<file path="src/rtl/fft_bitrev_reorder.sv">
// fft_bitrev_reorder: two-bank buffer turning bit-reversed FFT frames into natural-order valid/ready output.
// Optional FFT_REORDER_OVF_EN adds ovf, a one-cycle pulse after each dropped input sample.
module fft_bitrev_reorder #(
  parameter int DW    = 12,
  parameter int LOG2N = 3
) (
  input  logic          clk,
  input  logic          rst,
  input  logic          valid_in,
  input  logic [DW-1:0] data_in,
  output logic          in_ready,
  output logic          valid_out,
  output logic [DW-1:0] data_out,
  output logic          last_out,
`ifdef FFT_REORDER_OVF_EN
  output logic          ovf,
`endif
  input  logic          out_ready
);
  localparam int N = 2**LOG2N;
  logic [DW-1:0]    r_mem [2][N];
  logic [1:0]       r_full;
  logic             r_wsel, r_rsel, r_vld, r_last;
  logic [LOG2N-1:0] r_wcnt, r_rcnt, w_raddr;
  logic [DW-1:0]    r_dout;
  logic             w_wr, w_adv, w_rd;
  for (genvar i = 0; i < LOG2N; i++) begin : g_rev
    assign w_raddr[i] = r_rcnt[LOG2N-1-i];
  end
  assign in_ready  = !r_full[r_wsel];
  assign w_wr      = valid_in && in_ready;
  assign w_adv     = !r_vld || out_ready;
  assign w_rd      = w_adv && r_full[r_rsel];
  assign valid_out = r_vld;
  assign data_out  = r_dout;
  assign last_out  = r_last;
  always_ff @(posedge clk)
    if (w_wr) r_mem[r_wsel][r_wcnt] <= data_in;
  // set and clear of r_full always hit different banks since wsel != rsel when both fire
  always_ff @(posedge clk)
    if (rst) begin
      r_full <= 2'b00;
      r_wsel <= 1'b0;
      r_rsel <= 1'b0;
      r_wcnt <= '0;
      r_rcnt <= '0;
      r_vld  <= 1'b0;
      r_last <= 1'b0;
      r_dout <= '0;
    end else begin
      if (w_wr) begin
        r_wcnt <= r_wcnt + LOG2N'(1);
        if (&r_wcnt) begin
          r_full[r_wsel] <= 1'b1;
          r_wsel         <= !r_wsel;
        end
      end
      if (w_rd) begin
        r_rcnt <= r_rcnt + LOG2N'(1);
        r_dout <= r_mem[r_rsel][w_raddr];
        r_vld  <= 1'b1;
        r_last <= &r_rcnt;
        if (&r_rcnt) begin
          r_full[r_rsel] <= 1'b0;
          r_rsel         <= !r_rsel;
        end
      end else if (w_adv) begin
        r_vld  <= 1'b0;
        r_last <= 1'b0;
      end
    end
`ifdef FFT_REORDER_OVF_EN
  always_ff @(posedge clk)
    if (rst) ovf <= 1'b0;
    else ovf <= valid_in && !in_ready;
`endif
endmodule

</file>
<file path="config.mk">
export PLATFORM = sky130hd
export DESIGN_NAME = fft_bitrev_reorder
export DESIGN_NICKNAME = d
export VERILOG_FILES = /design/src/rtl/fft_bitrev_reorder.sv
export SDC_FILE = /design/constraint.sdc
export NUM_CORES = 1
export LEC_CHECK = 0
export ABC_AREA = 1
export BUFFER_PORTS_ARGS = -buffer_cell sky130_fd_sc_hd__clkbuf_2
export CORE_MARGIN = 3
export CORE_UTILIZATION = 43
export DETAILED_ROUTE_END_ITERATION = 8
export PLACE_DENSITY_LB_ADDON = 0.1
export SLEW_MARGIN = 20
export SYNTH_ARGS = -nofsm -noshare
export SYNTH_HDL_FRONTEND = slang
export SYNTH_SLANG_ARGS = --single-unit
</file>
<file path="constraint.sdc">
create_clock -name clk -period 3.5 [get_ports clk]
set_clock_uncertainty 0.1 [all_clocks]
set_input_delay 0.525 -clock clk [delete_from_list [all_inputs] [get_ports clk]]
set_output_delay 0.525 -clock clk [all_outputs]
set_load 0.02 [all_outputs]
</file>
==> metrics.txt <==
Vias/cell about 5.3; critical path arrival between 2000 and 3000 ps; die area 22400 µm²; Global Route Usage Sum between 20% and 30%; Die Wd 150 µm; Multi-input gate area between 2000 and 2500 µm²; fin. max-slew vios 0; Final GP Congestion ~0.88; CTS H-Tree Depth 1; Psw ~0.0011 W; initial drt markers approximately 650; delay-heaviest family, CP flip-flops; Clock power frac between 40% and 50%; EDFF count, synth between 150 and 200; hold endpoint r_full[1]; Top FF cell, synth edfxtp_1; hold_buf cts 0; crit path cell chain inv_4 > o21ai_0 > nand3_1 > nand2_1 > nand2_1 > nand2_1 > nor2_1; number of CTS-inserted buffers 23; critical path class reg2reg; clk_lat worst skew roughly 510 ps; setup bufs post-CTS 0; port buffer count 30; most frequent cells in the layout edfxtp_1, nor2_1, nand2_1; Post-Synthesis Cells between 700 and 800; Clock Tree Buf Depth 3; Critical Path Source Type flop; Core Rows 51; max_slew headroom 33.9%; Antenna Cells 0; CP most frequent cell nand2_1; Syn-to-layout area delta 12.7%; Logic pwr share approximately 3.2%; share of cells above drive strength 1 12.5%; commonest non-fill, non-tap cell in the layout edfxtp_1; Worst Path Max Fanout 96; CP Buf/Inv Count 1; RSZ-0062 raised after global routing false; Final setup viols 0; syn_area_per_cell 11.2 µm²; worst slew pin tran 992 ps; sw frac 20.9%; Design Area, Final around 10000 µm²; outcome finished clean; Syn. warnings 0; FF-to-FF setup slack about 920 ps; number of global-route vias before repair 5609; Final Hold Viols 0; count of different cell masters after synthesis 25; max-cap viol count 0; post-synth design cell area 8850 µm²; vias between 5000 and 6000; syn nets slightly above 800; min-delay src valid_in; CTS root buffer clkbuf_16; RR Endpoint data_out[11]; reg2reg path depth 7; Hold Path Depth 5; drt wl/cell roughly 22 µm; TritonCTS clock tree built; die height 150 µm; Core Region 19800 µm²; Post-DP Area 9290 µm²; PostCTS Resize Cnt 0; Max VDD drop 0.374 mV; setup TNS 0 ps; share of total power in sequential cells between 50 and 60%; remaining antenna violation count 0; drt first pass iters 5; Slowest cell on crit path dfxtp_4; cell internal pwr approximately 0.0042 W; Final nets between 800 and 900; Reg area roughly 6300 µm²; Seq cells post-synth roughly 220; Leakage 3.67 nW; hold_ws just under 300 ps; TritonCTS Sinks 217; pin count of the biggest net entering global routing between 90 and 100; # IOs 31; Initial Utilization between 40% and 50%; Post-DP HPWL around 15000 µm; WP data required 3800 ps; DRC Markers 0; Max stage delay on crit path roughly 790 ps; minimum clock period between 2000 and 3000 ps; Max Clock Freq 387 MHz; Filler cells between 1500 and 2000; Routed WL roughly 24000 µm; total chip power between 0.005 and 0.006 W; antenna violations before repair 0; PD cells 531 nW/µm²; Async SR Flop Fraction 0%; Hold WC Path Type in2reg; first-pass GRT wire length ~36000 µm; clock transition at the registers of the reported paths around 60 ps; grt total ovfl 0; post-route clock period utilization 73.7%; Worst setup EP type flop; sequential share of the synthesized area between 70% and 80%
## worst max-delay path by stage
stage                     cells past startpoint    from           end
after floorplan                               6  r_wsel  r_mem[0][36]
after global placement                        5    flop   data_out[4]
after detailed placement                      5    flop   data_out[3]
after CTS                                     7    flop  data_out[11]
after global routing                          7    flop  data_out[11]
final                                         7    flop  data_out[11]
## per-stage QoR
step	setup slack (ps)	instances	util, %
after global placement	977	1065	46.8
after detailed placement	996	1065	46.8
after global routing	703	1106	50.3
after CTS	985	1106	50.3
final	919	1106	50.3
after floorplan	1040	791	-
## power groups by stage
stage	clock network (W)	logic, W	registers (W)
after floorplan	0	0.0000689	0.00292
after global placement	0	0.000167	0.00292
after detailed placement	0	0.000168	0.00292
after CTS	0.00231	0.000169	0.00286
after global routing	0.00241	0.000186	0.00286
final	0.00227	0.000167	0.00286
## flip-flops by register name, indices dropped and copies added, names as in the netlist, named ones only
signal     cells
r_wsel         1
last_out       1
r_wcnt         3
data_out      12
r_full         2
valid_out      1
r_mem        192
r_rsel         1
r_rcnt         3
## routing by layer
layer,GRT usage (%),vias up,share of wire (%)
met4,6.13,0,2.4
met5,0,-,0
met2,30.8,223,43
li1,-,2771,-
met3,3.36,34,7.6
met1,34.0,2884,47
## synthesized netlist by cell type (all sizes together) (9+ instances only)
cell type,n,area (µm²)
nor2,171,644
nor3,13,65.1
o21ai,80,400
nand3,65,338
buf,28,215
clkbuf,14,53.8
a21oi,20,104
nand2,119,447
inv,48,183
edfxtp,192,5770
dfxtp,25,500
o211ai,9,67.6
## layout make-up
class,instances,area share [%]
Tap cell,265,3.32
Timing Repair Buffer,51,3.08
Clock buffer,30,6.13
Sequential cell,217,62.8
Inverter,48,1.83
Clock inverter,11,0.790
Multi-Input combinational cell,484,22.0
## worst register-to-register path, stage by stage, from the launching register on
cell and delay (ps):
dfxtp_4 790, inv_4 520, o21ai_0 600, nand3_1 120, nand2_1 90, nand2_1 120, nand2_1 110, nor2_1 50
## kinds of logic (layout without fill, tap and decap cells)
group | after synthesis | count (layout) | share of synthesized area (%)
simple gates | 370 | 370 | 17.0
flops | 217 | 217 | 70.8
compound gates | 110 | 110 | 6.53
buf+inv | 90 | 140 | 5.10
fa+ha+maj | 4 | 4 | 0.565
No activity file was read; power rests on OpenSTA's default activity.
